==> src/rtl/y86_pkg.sv <==
// Shared Y86-64 pipeline types: stage register layouts, status and icode constants,
// and the bubble (NOP) value for each stage register.
package y86_pkg;

  localparam int DATA_W = 64;

  localparam logic [2:0] AOK = 3'd1;
  localparam logic [2:0] HLT = 3'd2;
  localparam logic [2:0] ADR = 3'd3;
  localparam logic [2:0] INS = 3'd4;

  localparam logic [3:0] NOP    = 4'h1;
  localparam logic [3:0] MRMOVQ = 4'h5;
  localparam logic [3:0] JXX    = 4'h7;
  localparam logic [3:0] RET    = 4'h9;
  localparam logic [3:0] POPQ   = 4'hB;

  localparam logic [3:0] RNONE = 4'hF;

  typedef struct packed {
    logic [2:0]        stat;
    logic [3:0]        icode;
    logic [3:0]        ifun;
    logic [3:0]        rA;
    logic [3:0]        rB;
    logic [DATA_W-1:0] valC;
    logic [DATA_W-1:0] valP;
  } d_reg_t;

  typedef struct packed {
    logic [2:0]        stat;
    logic [3:0]        icode;
    logic [3:0]        ifun;
    logic [DATA_W-1:0] valC;
    logic [DATA_W-1:0] valA;
    logic [DATA_W-1:0] valB;
    logic [3:0]        dstE;
    logic [3:0]        dstM;
    logic [3:0]        srcA;
    logic [3:0]        srcB;
  } e_reg_t;

  typedef struct packed {
    logic [2:0]        stat;
    logic [3:0]        icode;
    logic              Cnd;
    logic [DATA_W-1:0] valE;
    logic [DATA_W-1:0] valA;
    logic [3:0]        dstE;
    logic [3:0]        dstM;
  } m_reg_t;

  typedef struct packed {
    logic [2:0]        stat;
    logic [3:0]        icode;
    logic [DATA_W-1:0] valE;
    logic [DATA_W-1:0] valM;
    logic [3:0]        dstE;
    logic [3:0]        dstM;
  } w_reg_t;

  localparam d_reg_t D_BUBBLE = '{stat: AOK, icode: NOP, ifun: 4'h0, rA: RNONE, rB: RNONE,
                                  valC: '0, valP: '0};
  localparam e_reg_t E_BUBBLE = '{stat: AOK, icode: NOP, ifun: 4'h0, valC: '0, valA: '0,
                                  valB: '0, dstE: RNONE, dstM: RNONE, srcA: RNONE, srcB: RNONE};
  localparam m_reg_t M_BUBBLE = '{stat: AOK, icode: NOP, Cnd: 1'b0, valE: '0, valA: '0,
                                  dstE: RNONE, dstM: RNONE};
  localparam w_reg_t W_BUBBLE = '{stat: AOK, icode: NOP, valE: '0, valM: '0,
                                  dstE: RNONE, dstM: RNONE};

endpackage

==> src/rtl/pipe_regs_if.sv <==
// Control, stage-input and stage-output bundle of the pipeline register bank.
// The slave modport is the register bank, the master side is the pipeline control.
interface pipe_regs_if #(
  parameter int WORD = 64,
  parameter int CNTW = 32
);
  import y86_pkg::*;

  logic            F_stall;
  logic            D_stall;
  logic            W_stall;
  logic            D_bubble;
  logic            E_bubble;
  logic            M_bubble;
  logic [WORD-1:0] f_predPC;
  d_reg_t          d_in;
  e_reg_t          e_in;
  m_reg_t          m_in;
  w_reg_t          w_in;
  logic [WORD-1:0] F_predPC;
  d_reg_t          D_out;
  e_reg_t          E_out;
  m_reg_t          M_out;
  w_reg_t          W_out;
  logic [CNTW-1:0] stall_cnt;
  logic [CNTW-1:0] bubble_cnt;

  modport master (
    output F_stall, D_stall, W_stall, D_bubble, E_bubble, M_bubble,
    output f_predPC, d_in, e_in, m_in, w_in,
    input  F_predPC, D_out, E_out, M_out, W_out, stall_cnt, bubble_cnt
  );

  modport slave (
    input  F_stall, D_stall, W_stall, D_bubble, E_bubble, M_bubble,
    input  f_predPC, d_in, e_in, m_in, w_in,
    output F_predPC, D_out, E_out, M_out, W_out, stall_cnt, bubble_cnt
  );
endinterface

==> src/rtl/pipe_reg.sv <==
// One pipeline stage register: reset and bubble load BUBBLE, stall holds, otherwise loads d.
// Stall deliberately outranks bubble so a stalled stage never loses its instruction.
module pipe_reg #(
  parameter int           W      = 8,
  parameter logic [W-1:0] BUBBLE = '0
) (
  input  logic         clk,
  input  logic         rst,
  input  logic         stall,
  input  logic         bubble,
  input  logic [W-1:0] d,
  output logic [W-1:0] q
);

  always_ff @(posedge clk) begin
    if (rst)
      q <= BUBBLE;
    else if (stall)
      q <= q;
    else if (bubble)
      q <= BUBBLE;
    else
      q <= d;
  end

endmodule

==> src/rtl/pipe_regs.sv <==
// Y86-64 F/D/E/M/W pipeline register bank with saturating stall and bubble event counters.
module pipe_regs
  import y86_pkg::*;
#(
  parameter int WORD = 64,
  parameter int CNTW = 32
) (
  input logic         clk,
  input logic         rst,
  pipe_regs_if.slave  bus
);

  localparam logic [CNTW-1:0] CNT_MAX = '1;
  localparam logic [CNTW-1:0] CNT_ONE = {{(CNTW-1){1'b0}}, 1'b1};

  logic            any_stall;
  logic            any_bubble;
  logic [CNTW-1:0] stall_cnt_q;
  logic [CNTW-1:0] bubble_cnt_q;

  pipe_reg #(.W(WORD), .BUBBLE('0)) f_reg (
    .clk(clk), .rst(rst), .stall(bus.F_stall), .bubble(1'b0),
    .d(bus.f_predPC), .q(bus.F_predPC)
  );

  pipe_reg #(.W($bits(d_reg_t)), .BUBBLE(D_BUBBLE)) d_reg (
    .clk(clk), .rst(rst), .stall(bus.D_stall), .bubble(bus.D_bubble),
    .d(bus.d_in), .q(bus.D_out)
  );

  pipe_reg #(.W($bits(e_reg_t)), .BUBBLE(E_BUBBLE)) e_reg (
    .clk(clk), .rst(rst), .stall(1'b0), .bubble(bus.E_bubble),
    .d(bus.e_in), .q(bus.E_out)
  );

  pipe_reg #(.W($bits(m_reg_t)), .BUBBLE(M_BUBBLE)) m_reg (
    .clk(clk), .rst(rst), .stall(1'b0), .bubble(bus.M_bubble),
    .d(bus.m_in), .q(bus.M_out)
  );

  pipe_reg #(.W($bits(w_reg_t)), .BUBBLE(W_BUBBLE)) w_reg (
    .clk(clk), .rst(rst), .stall(bus.W_stall), .bubble(1'b0),
    .d(bus.w_in), .q(bus.W_out)
  );

  assign any_stall  = bus.F_stall | bus.D_stall | bus.W_stall;
  assign any_bubble = bus.D_bubble | bus.E_bubble | bus.M_bubble;

  // One count per cycle with any event, however many stages it touches; stick at all-ones.
  always_ff @(posedge clk) begin
    if (rst) begin
      stall_cnt_q  <= '0;
      bubble_cnt_q <= '0;
    end else begin
      if (any_stall && stall_cnt_q != CNT_MAX)
        stall_cnt_q <= stall_cnt_q + CNT_ONE;
      if (any_bubble && bubble_cnt_q != CNT_MAX)
        bubble_cnt_q <= bubble_cnt_q + CNT_ONE;
    end
  end

  assign bus.stall_cnt  = stall_cnt_q;
  assign bus.bubble_cnt = bubble_cnt_q;

endmodule

==> src/flat_wrapper.sv <==
// flat-port wrapper written by rule: the top's interface ports become plain ports
module pipe_regs_flat import y86_pkg::*;
#(
  parameter int WORD = 64,
  parameter int CNTW = 32
)
  (clk, rst, bus_F_stall, bus_D_stall, bus_W_stall, bus_D_bubble, bus_E_bubble, bus_M_bubble, bus_f_predPC, bus_d_in, bus_e_in, bus_m_in, bus_w_in, bus_F_predPC, bus_D_out, bus_E_out, bus_M_out, bus_W_out, bus_stall_cnt, bus_bubble_cnt);
  pipe_regs_if #(.WORD(WORD), .CNTW(CNTW)) bus_i ();
  input logic clk;
  input logic rst;
  input wire logic [$bits(bus_i.F_stall)-1:0] bus_F_stall;
  input wire logic [$bits(bus_i.D_stall)-1:0] bus_D_stall;
  input wire logic [$bits(bus_i.W_stall)-1:0] bus_W_stall;
  input wire logic [$bits(bus_i.D_bubble)-1:0] bus_D_bubble;
  input wire logic [$bits(bus_i.E_bubble)-1:0] bus_E_bubble;
  input wire logic [$bits(bus_i.M_bubble)-1:0] bus_M_bubble;
  input wire logic [$bits(bus_i.f_predPC)-1:0] bus_f_predPC;
  input wire logic [$bits(bus_i.d_in)-1:0] bus_d_in;
  input wire logic [$bits(bus_i.e_in)-1:0] bus_e_in;
  input wire logic [$bits(bus_i.m_in)-1:0] bus_m_in;
  input wire logic [$bits(bus_i.w_in)-1:0] bus_w_in;
  output wire logic [$bits(bus_i.F_predPC)-1:0] bus_F_predPC;
  output wire logic [$bits(bus_i.D_out)-1:0] bus_D_out;
  output wire logic [$bits(bus_i.E_out)-1:0] bus_E_out;
  output wire logic [$bits(bus_i.M_out)-1:0] bus_M_out;
  output wire logic [$bits(bus_i.W_out)-1:0] bus_W_out;
  output wire logic [$bits(bus_i.stall_cnt)-1:0] bus_stall_cnt;
  output wire logic [$bits(bus_i.bubble_cnt)-1:0] bus_bubble_cnt;
  assign bus_i.F_stall = bus_F_stall;
  assign bus_i.D_stall = bus_D_stall;
  assign bus_i.W_stall = bus_W_stall;
  assign bus_i.D_bubble = bus_D_bubble;
  assign bus_i.E_bubble = bus_E_bubble;
  assign bus_i.M_bubble = bus_M_bubble;
  assign bus_i.f_predPC = bus_f_predPC;
  assign bus_i.d_in = bus_d_in;
  assign bus_i.e_in = bus_e_in;
  assign bus_i.m_in = bus_m_in;
  assign bus_i.w_in = bus_w_in;
  assign bus_F_predPC = bus_i.F_predPC;
  assign bus_D_out = bus_i.D_out;
  assign bus_E_out = bus_i.E_out;
  assign bus_M_out = bus_i.M_out;
  assign bus_W_out = bus_i.W_out;
  assign bus_stall_cnt = bus_i.stall_cnt;
  assign bus_bubble_cnt = bus_i.bubble_cnt;
  pipe_regs #(.WORD(WORD), .CNTW(CNTW)) u_core (.clk(clk), .rst(rst), .bus(bus_i));
endmodule
==> config.mk <==
export PLATFORM = sky130hd
export DESIGN_NAME = pipe_regs_flat
export DESIGN_NICKNAME = d
export VERILOG_FILES = /design/src/rtl/y86_pkg.sv /design/src/rtl/pipe_regs_if.sv /design/src/rtl/pipe_reg.sv /design/src/rtl/pipe_regs.sv /design/src/flat_wrapper.sv
export SDC_FILE = /design/constraint.sdc
export NUM_CORES = 1
export LEC_CHECK = 0
export ABC_AREA = 1
export BUFFER_PORTS_ARGS = -buffer_cell sky130_fd_sc_hd__buf_4
export CELL_PAD_IN_SITES_DETAIL_PLACEMENT = 0
export CELL_PAD_IN_SITES_GLOBAL_PLACEMENT = 1
export CORE_AREA = 2 2 586 588
export DETAILED_ROUTE_END_ITERATION = 8
export DIE_AREA = 0 0 588 590
export GPL_ROUTABILITY_DRIVEN = 0
export HOLD_SLACK_MARGIN = 0.1
export PLACE_DENSITY_LB_ADDON = 0.1
export SLEW_MARGIN = 20
export SYNTH_ARGS = -nofsm -noshare
export SYNTH_HDL_FRONTEND = slang
export SYNTH_SLANG_ARGS = --single-unit
==> constraint.sdc <==
create_clock -name clk -period 1.8 [get_ports clk]
set_input_delay 0.54 -clock clk [delete_from_list [all_inputs] [get_ports clk]]
set_output_delay 0.54 -clock clk [all_outputs]
set_load 0.01 [all_outputs]
# Word level (Yosys, flattened, before mapping)
# Index checks and enable logic that the tools add are counted.
# word_totals
wordCells,20
in_bits,725
ff_bits,781
output_inout_bits,781
# classes
n_reduce_logical,4
eq_ne,2
bitwise,4
n_addsub,2
mux,1
# op_table
cell,n
two-way mux 147 bit,1
adder 32 x 1 -> 32 bit (second input constant),2
inequality test 32 bit (second input constant),2
bitwise OR 1 bit,4
OR reduction 2 bit,2
logical AND 1 bit,2

# Logic depth before layout (Yosys ltp)
# Gate-level depths: netlist (run 1).
# logic_depth
ltp_word,3
mapped_depth,11
mapped_depth_nobuf,11

# By module
# A second synthesis (run 1) with hierarchy kept.
# unflattened
hier_cells,3770
area_unflattened_um2,28987.8
# modules_own_cells
mod,cells_each,seq_area_each_um2,instances,area_each_um2
pipe_reg at u_core.e_reg,952,4384.2,1,7873.8
pipe_reg at u_core.d_reg,639,2942.8,1,5201.2
pipe_reg at u_core.m_reg,625,2882.8,1,4941.0
pipe_reg at u_core.w_reg,621,2862.7,1,4938.5
pipe_regs,656,1281.2,1,3844.9
pipe_reg at u_core.f_reg,277,1281.2,1,2188.3

# Worst setup path before layout (run 1)
# Ideal clock, no wire load.
# synth_path
kind,register -> register
startpoint,reg u_core.stall_cnt_q[0] (netlist: u_core.bus.stall_cnt[0])
endpoint,reg u_core.stall_cnt_q[11] (netlist: u_core.bus.stall_cnt[11])
period_less_slack_ns,1.612
path_buffers,1
setup_time_ns,0.115
setup_slack_ns,0.188
stages_incl_launch_ff,10
required_ns,1.685
t_arrival_ns,1.496
cell_sequence,dfxtp_1 -> ha_1 -> inv_1 -> nor2_2 -> nand2_2 -> nor2_4 -> nand2_4 -> buf_2 -> a31oi_1 -> nor2_1
# synth_between
elab_chain_cells,2
elab_cells_between_ends,3
classes_between,add/sub (1); eq/ne (1); reduce/logical (1)
# synth_rtl
item,line_no,source
from (decl),pipe_regs.sv:18,logic [CNTW-1:0] stall_cnt_q;
from (signal assigned),pipe_regs.sv:56,stall_cnt_q <= stall_cnt_q + CNT_ONE;
branches (longest 2 deep; another with adder 32 x 1 -> 32 bit),n/a,
# Several ways; the timed one is not identified.
# A chain may end at the register's enable or synchronous reset.

# Final worst setup path (run 1)
# layout_path
startpoint,reg u_core.bubble_cnt_q[6] (netlist: u_core.bus.bubble_cnt[6])
endpoint,out bus_bubble_cnt[6]
# layout_lines
item,line_no,source
from (decl),pipe_regs.sv:19,logic [CNTW-1:0] bubble_cnt_q;
from (signal assigned),pipe_regs.sv:58,bubble_cnt_q <= bubble_cnt_q + CNT_ONE;
to (decl),flat_wrapper.sv:28,output wire logic [$bits(bus_i.bubble_cnt)-1:0] bus_bubble_cnt;
# No word-level cell between the ends.

==> results.md, run 1 <==
- RR Endpoint: u_core.bus.bubble_cnt[25]
- Die X: 588 µm
- Slowest CP cell: dfxtp_4
- Initial antenna violation count: 147
- Wire per inst: 23.3 µm
- Synth unique cells: 32
- CP delay by family, top: flip-flops
- RSZ-0062 raised after global routing: yes
- Fmax: 498 MHz
- Ys async rst share: 0%
- CP Cell Sequence: buf_6 > buf_6
- Grt met1 use: 17.4%
- Top Ports: 1506
- LEAKAGE: 0.0275 µW
- Most Used Layer, Global Route: met2
- Reg2Reg Launch Point: u_core.bus.bubble_cnt[6]
- Ratio of cells with drive above 1 in the final layout: 50.4%
- Worst vdd ir: 827 µV
- Initial Util: 7.67%
- Clock power share: 48.6%
- Share of power burned in registers: 36.1%
- Slew Viols, Final: 0
- Row count: 215
- CP peak stage delay: 0.37 ns
- Synth top area share: 59.8%
- Overall power: 51800 µW
- Worst setup margin: -0.206 ns
- Setup crit end kind: output port
- Syn_area_per_cell: 7.91 µm²
- Total core area: 0.341 mm²
- Critical Path Most Common Cell: buf_6
- Failing checks: negative setup slack
- HPWL Detailed: 204000 µm
- Final instance area: 0.0620 mm²
- Clock-pin slew on the worst setup and hold paths: 0.06 ns
- Pwr per Cell Area: 836 mW/mm²
- Worst-Skew Late Latency: 0.87 ns
- Period minus WS final: 2.01 ns
- Die Y: 590 µm
- DP Area: 0.0448 mm²
- Clk buf depth: 4
- Die area: 0.347 mm²
- Met2 usage: 22.4%
- Min-delay src: bus_F_stall
- CTS Root Cell: clkbuf_16
- Vias: 31409
- Comb pwr share: 15.3%
- Leading area contributor after synthesis: dfxtp_1
- Worst Setup Path Type: flop to output port
- Fill cells: 38882
- Cell with the most instances after synthesis: nor2_1
- Ranking of synthesized cells by area: dfxtp_1 60%, nor2_1 13%, nand2_1 7.2%, inv_1 5.8%, o21ai_0 3.8%
- CTS tree: yes
- Sequential area share after synthesis: 59.8%
- Post-synthesis cell count: 3308
- Final hold viol count: 0
- Synthesized flop and latch total: 781
- Pre-CTS worst setup slack: -0.576 ns
- Antenna Nets Post-Route: 0
- Critical Path RT: 1.26 ns
- Post-synth top cells: 887 x nor2_1, 781 x dfxtp_1, 502 x nand2_1
- YS warnings: 0
- Vias in the first global route: 33346
- Initial DRC count: 1217
- Critical path arrival: 1.47 ns
- Most common flop cell mapped by yosys: dfxtp_1
- TritonCTS buffer count: 122
- CP Max Fanout: 2
- Slew HR: 54.6%
- Largest net degree at the start of global routing: 79
- Net switching power figure: 14300 µW
- Final nets: 6574
- Worst Skew: 0.0653 ns
- First-pass GRT wire length: 321000 µm
- Outcome: finished, violations left
- Reg2Reg Setup Slack: -0.04 ns
- Clock sink count: 781
- Syn Nets: 4035
- Total detailed-routing wirelength: 246000 µm
- FF-to-FF path depth: 13
- Slew of the pin with the lowest slew margin: 0.681 ns
- Setup_tns: -29.84 ns
- Drt first pass iters: 5
- H-tree depth: 3
- Number of synthesized flops with an enable pin: 0
- GRT Util Overall: 13.7%
- Global routing met3 resource utilization: 4.80%
- GR Overflow Total: 0
- Vias per cell: 2.98
- Min-Delay Endpoint: u_core.f_reg.q[45]
- P_int: 37500 µW
- Worst path bufs/invs: 2
- Hold Path Cell Cnt: 4
- Final period utilization: 111%
- CP startpoint kind: flop
- IO Port Bufs: 1505
- Area delta synth->final: 137%
- Final routed DRC violation total: 0
- Endpoints failing setup: 685
- Synthesized area: 0.0262 mm²
- Hold Crit Class: primary input to flop
- Switching share of power: 27.6%
- Max Cap Viol: 0
-- worst max-delay path by stage --
stage,from,to,slack [ns],cells past startpoint
finish,u_core.bus.bubble_cnt[6],bus_bubble_cnt[6],-0.21,2
global route,u_core.bus.bubble_cnt[6],bus_bubble_cnt[6],-0.31,2
CTS,u_core.bus.bubble_cnt[6],bus_bubble_cnt[6],-0.36,2
detailed placement,bus_D_bubble,u_core.bus.bubble_cnt[16],-0.58,11
global placement,bus_D_bubble,u_core.bus.bubble_cnt[16],-0.57,11
floorplan,u_core.bus.stall_cnt[0],u_core.bus.stall_cnt[11],0.19,9
-- kinds of logic after synthesis --
| family | count (synthesis) | synth area share [%] |
|---|---|---|
| compound gates | 390 | 7.52 |
| buf+inv | 580 | 8.61 |
| xor+xnor | 4 | 0.134 |
| fa+ha+maj | 2 | 0.0956 |
| simple gates | 1551 | 23.9 |
| flops | 781 | 59.8 |
-- cell type report --
class                   count  area, µm²  share of cell area [%]
multi-input cells        1951       8740                    14.1
repair buffers           2582      25000                    40.3
diodes                     36       90.1                   0.145
well taps                4557       5700                    9.20
clock buffers             181       3620                    5.83
inverters                 409       1560                    2.51
flip-flops and latches    781      16800                    27.1
clock inverters            37        489                   0.789
-- layout by cell type (no fill, tap or decap), types with 8 or more instances in the layout --
cell / synthesis / routed
dfxtp_4: 0 / 79
o22ai_1: 10 / 10
buf_8: 0 / 35
o21ai_0: 198 / 198
nor2_4: 6 / 19
a21oi_2: 0 / 16
buf_12: 0 / 41
clkinv_2: 0 / 19
dfxtp_2: 0 / 699
clkbuf_1: 127 / 26
dlygate4sd3_1: 0 / 720
inv_1: 402 / 396
nand2_1: 502 / 482
bufinv_16: 0 / 10
nand4_1: 18 / 18
clkbuf_8: 0 / 33
nand2_2: 10 / 19
buf_4: 3 / 1001
or2_2: 28 / 28
nor2_1: 887 / 851
nand3_2: 11 / 12
nand3_1: 66 / 64
diode_2: 0 / 36
clkbuf_16: 0 / 124
buf_6: 6 / 780
a21oi_1: 179 / 161
nand2_4: 2 / 14
inv_2: 5 / 8
nor2_2: 8 / 31
-- flip-flops by register name, summed over array words and instances, names as in the netlist --
name / flops
u_core.bus.bubble_cnt: 32
u_core.e_reg.q: 219
u_core.m_reg.q: 144
u_core.w_reg.q: 143
u_core.f_reg.q: 64
u_core.bus.stall_cnt: 32
u_core.d_reg.q: 147
-- worst min-delay path, delay by kind of cell --
family | cells | cell delay [ns]
buf+inv | 2 | 0.28
compound gates | 1 | 0.10
simple gates | 1 | 0.07
-- power by group through the flow --
stage          combinational (µW)  clock [µW]  sequential, µW
6_report                     7940       25200           18700
3_3_place_gp                 5970           0           18900
3_5_place_dp                 5950           0           18900
4_1_cts                      8210       26600           18700
5_1_grt                      8560       27000           18800
2_1_floorplan                1220           0           19200
-- layer usage --
| metal | wire, µm | part of all wire, % | up-vias |
|---|---|---|---|
| met5 | 352 | 0.14 | - |
| met4 | 4440 | 1.8 | 56 |
| met3 | 19300 | 7.9 | 299 |
| met2 | 113000 | 46 | 1086 |
| met1 | 108000 | 44 | 14761 |
| li1 | - | - | 15207 |
-- repair_timing --
item / 4_1_cts / 5_1_grt
endpoints found under the hold margin: 717 / 0
pin swaps: 11 / 31
buffers inserted: 115 / 34
cloned: 6 / 3
hold buffers: 720 / 0
resized for setup: 1695 / 131
endpoints found under the setup margin: 828 / 840
-- metrics by stage --
stage          instances  utilization [%]  hold WS, ns
5_1_grt            10517             18.2        0.186
6_report           10534             18.2        0.215
4_1_cts            10464             17.9        0.116
3_5_place_dp        9442             13.1        0.453
3_3_place_gp        9442             13.1        0.453
2_1_floorplan       3308                -        0.481
(Power assumes the default switching activity.)
==> run 2, diff against run 1 <==
--- a/config.mk
+++ b/config.mk
@@ -8,9 +8,7 @@
 export ABC_AREA = 1
 export BUFFER_PORTS_ARGS = -buffer_cell sky130_fd_sc_hd__buf_4
-export CELL_PAD_IN_SITES_DETAIL_PLACEMENT = 0
-export CELL_PAD_IN_SITES_GLOBAL_PLACEMENT = 1
-export CORE_AREA = 2 2 586 588
+export CORE_AREA = 2 2 578 580
 export DETAILED_ROUTE_END_ITERATION = 8
-export DIE_AREA = 0 0 588 590
+export DIE_AREA = 0 0 580 582
 export GPL_ROUTABILITY_DRIVEN = 0
 export HOLD_SLACK_MARGIN = 0.1
==> constraint.sdc (replaced) <==
create_clock -name clk -period 1.8 [get_ports clk]
set_input_delay 0.18 -clock clk [delete_from_list [all_inputs] [get_ports clk]]
set_output_delay 0.18 -clock clk [all_outputs]
set_load 0.01 [all_outputs]
==> run 2 against run 1 <==
Register-to-register slack gained 0.17 ns. Combinational power up 8.1%. Sequential power about the same. Die area shrank 2.7%. Largest power group unchanged. Clock-buffer cell count decreased by 14. Global-route usage down 1.0 points. Power decreased by 1.1%. Via count up 11%. Fmax increased by 14%. Non-clock buffer count up 887. The run now ends clean. Sequential share of layout area decreased by 3.3 points. Cell area is 6.6% higher. Largest cell class unchanged.
==> results.md, run 2 (same netlist as run 1, synthesis figures left out) <==
- Final hold viol count: 0 (unchanged)
- Initial antenna violation count: 120 (was 147)
- Vias per cell: 3.09 (was 2.98)
- Largest net degree at the start of global routing: 143 (was 79)
- Final routed DRC violation total: 0 (unchanged)
- Max reg flops: 219 (unchanged)
- Crit. path cell count: 7 (was 2)
- Reg2Reg Launch Point: u_core.bus.bubble_cnt[1] (was u_core.bus.bubble_cnt[6])
- Dpl cells: 9209 (was 9442)
- Pwr per Cell Area: 776 mW/mm² (was 836 mW/mm²)
- Most flop-heavy register: u_core.e_reg.q (unchanged)
- TritonCTS buffer count: 118 (was 122)
- Worst vdd ir: 761 µV (was 827 µV)
- Worst Setup Path Type: primary input to flop (was flop to output port)
- Critical path arrival: 2.48 ns (was 1.47 ns)
- HPWL Detailed: 176000 µm (was 204000 µm)
- Critical Path RT: 2.52 ns (was 1.26 ns)
- Fmax: 568 MHz (was 498 MHz)
- Crit path to: u_core.e_reg.q[8] (was bus_bubble_cnt[6])
- CP delay by family, top: buffers and inverters (was flip-flops)
- FF-to-FF path depth: 9 (was 13)
- Slew Viols, Final: 0 (unchanged)
- Setup crit end kind: flop (was output port)
- Commonest non-fill, non-tap cells in the layout: 1782 x dlygate4sd3_1, 1643 x buf_4, 877 x nor2_1 (was 1001 x buf_4, 851 x nor2_1, 780 x buf_6)
- Slowest CP cell: dlygate4sd3_1 (was dfxtp_4)
- Die X: 580 µm (was 588 µm)
- Ratio of cells with drive above 1 in the final layout: 29.4% (was 50.4%)
- Total core area: 0.332 mm² (was 0.341 mm²)
- Final cell count without fillers: 11248 (was 10534)
- GR Overflow Total: 0 (unchanged)
- Clk buf depth: 4 (unchanged)
- Worst path bufs/invs: 5 (was 2)
- CTS Root Cell: clkbuf_16 (unchanged)
- CP startpoint kind: primary input (was flop)
- Outcome: completed (was finished, violations left)
- Critical path launch point: bus_E_bubble (was u_core.bus.bubble_cnt[6])
- RR Endpoint: u_core.bus.bubble_cnt[30] (was u_core.bus.bubble_cnt[25])
- Biggest registers after layout: u_core.e_reg.q: 219 flops, u_core.d_reg.q: 147 flops, u_core.m_reg.q: 144 flops (unchanged)
- Worst Skew: 0.0610 ns (was 0.0653 ns)
- Period minus WS final: 1.76 ns (was 2.01 ns)
- CP Max Fanout: 20 (was 2)
- CTS tree: yes (unchanged)
- Initial DRC count: 1118 (was 1217)
- Fin Hold WS: 0.0363 ns (was 0.215 ns)
- IO Port Bufs: 1505 (unchanged)
- First-pass GRT wire length: 299000 µm (was 321000 µm)
- Slew of the pin with the lowest slew margin: 0.995 ns (was 0.681 ns)
- Clock-pin slew on the worst setup and hold paths: 0.06 ns (about the same)
- Reg2Reg Setup Slack: 0.13 ns (was -0.04 ns)
- Top Ports: 1506 (unchanged)
- Area delta synth->final: 152% (was 137%)
- Die Y: 582 µm (was 590 µm)
- Final period utilization: 97.8% (was 111%)
- Row count: 212 (was 215)
- Initial Util: 7.88% (was 7.67%)
- H-tree depth: 3 (unchanged)
- Wire per inst: 19.7 µm (was 23.3 µm)
- Min-delay src: bus_W_stall (was bus_F_stall)
- Slew HR: 33.7% (was 54.6%)
- Drt first pass iters: 6 (was 5)
- RSZ-0062 raised after global routing: no (was yes)
- Clock sink count: 781 (unchanged)
- Vias in the first global route: 37159 (was 33346)
- Antenna Nets Post-Route: 0 (unchanged)
- CP Cell Sequence: dlygate4sd3_1 > buf_4 > nor2_1 > inv_6 > buf_4 > or2_2 > dlygate4sd3_1 (was buf_6 > buf_6)
- Final nets: 7453 (was 6574)
- Hold Crit Class: primary input to flop (unchanged)
- LEAKAGE: 0.0299 µW (was 0.0275 µW)
- CP peak stage delay: 0.65 ns (was 0.37 ns)
- Die area: 0.338 mm² (was 0.347 mm²)
- Total detailed-routing wirelength: 221000 µm (was 246000 µm)
- Max Cap Viol: 0 (unchanged)
- Commonest non-fill, non-tap cell in the layout: dlygate4sd3_1 (was buf_4)
- Worst-Skew Late Latency: 0.85 ns (was 0.87 ns)
- GRT Util Overall: 12.7% (was 13.7%)
- Vias: 34734 (was 31409)
- Endpoints failing setup: 0 (was 685)
-- run 2: worst min path at each step --
stage                                endpoint  slack [ns]  cells after the start
final                     u_core.w_reg.q[136]        0.04                      4
after global routing      u_core.w_reg.q[136]        0.10                      4
after CTS                  u_core.w_reg.q[79]        0.10                      4
after detailed placement    u_core.e_reg.q[1]        0.37                      2
after global placement     u_core.e_reg.q[10]        0.37                      2
after floorplan             u_core.e_reg.q[0]        0.29                      1
-- run 2: metal layers --
| metal | GRT usage [%] | wire length [µm] | vias to the layer above |
|---|---|---|---|
| li1 | - | - | 16955 |
| met1 | 13.9 | 86400 | 16090 |
| met2 | 22.2 | 108000 | 1280 |
| met3 | 5.16 | 20200 | 369 |
| met4 | 3.55 | 6260 | 40 |
| met5 | 0 | 421 | - |
-- run 2: final cells by class --
class / count / area [µm²]
diodes: 47 / 118
clock buffers: 167 / 3390
clock inverters: 41 / 537
fillers: 37430 / 266000
inverters: 409 / 1560
multi-input cells: 1947 / 8350
flip-flops and latches: 781 / 15700
well taps: 4387 / 5490
repair buffers: 3469 / 30900
-- run 2: worst reg2reg max path, stage by stage, from the launching register on --
cell and delay [ns]:
dfxtp_1 0.34, ha_2 0.21, nand2_1 0.08, nor2_2 0.11, nand2_2 0.12, nor2_4 0.16, nand3_4 0.11, buf_12 0.18
a21oi_1 0.16, nor2_1 0.05
-- run 2: what timing repair did --
| action | in CTS | in global routing |
|---|---|---|
| pin swaps | 0 | 5 |
| endpoints found under the setup margin | 45 | 95 |
| resized for setup | 62 | 23 |
| hold buffers | 1831 | 4 |
| hold endpoints to repair | 732 | 17 |
| buffers inserted | 1 | 1 |
-- run 2: through the flow --
stage / util [%] / setup TNS, ns / total power (µW) / area, µm² / setup slack, ns
2_1_floorplan: - / 0 / 20400 / 26200 / 0.188
3_3_place_gp: 13.2 / -0.291 / 24500 / 43900 / -0.0592
3_5_place_dp: 13.2 / -0.433 / 24400 / 43900 / -0.0894
4_1_cts: 20.0 / 0 / 52700 / 66300 / 0.00140
5_1_grt: 19.9 / 0 / 53800 / 66000 / 0.00299
6_report: 19.9 / 0 / 51200 / 66000 / 0.0391
-- run 2: power by group --
group / switching [µW] / internal [µW] / total [µW]
Combinational: 3590 / 4990 / 8580
Sequential: 450 / 18100 / 18500
Clock: 9700 / 14400 / 24100
Total: 13700 / 37500 / 51200
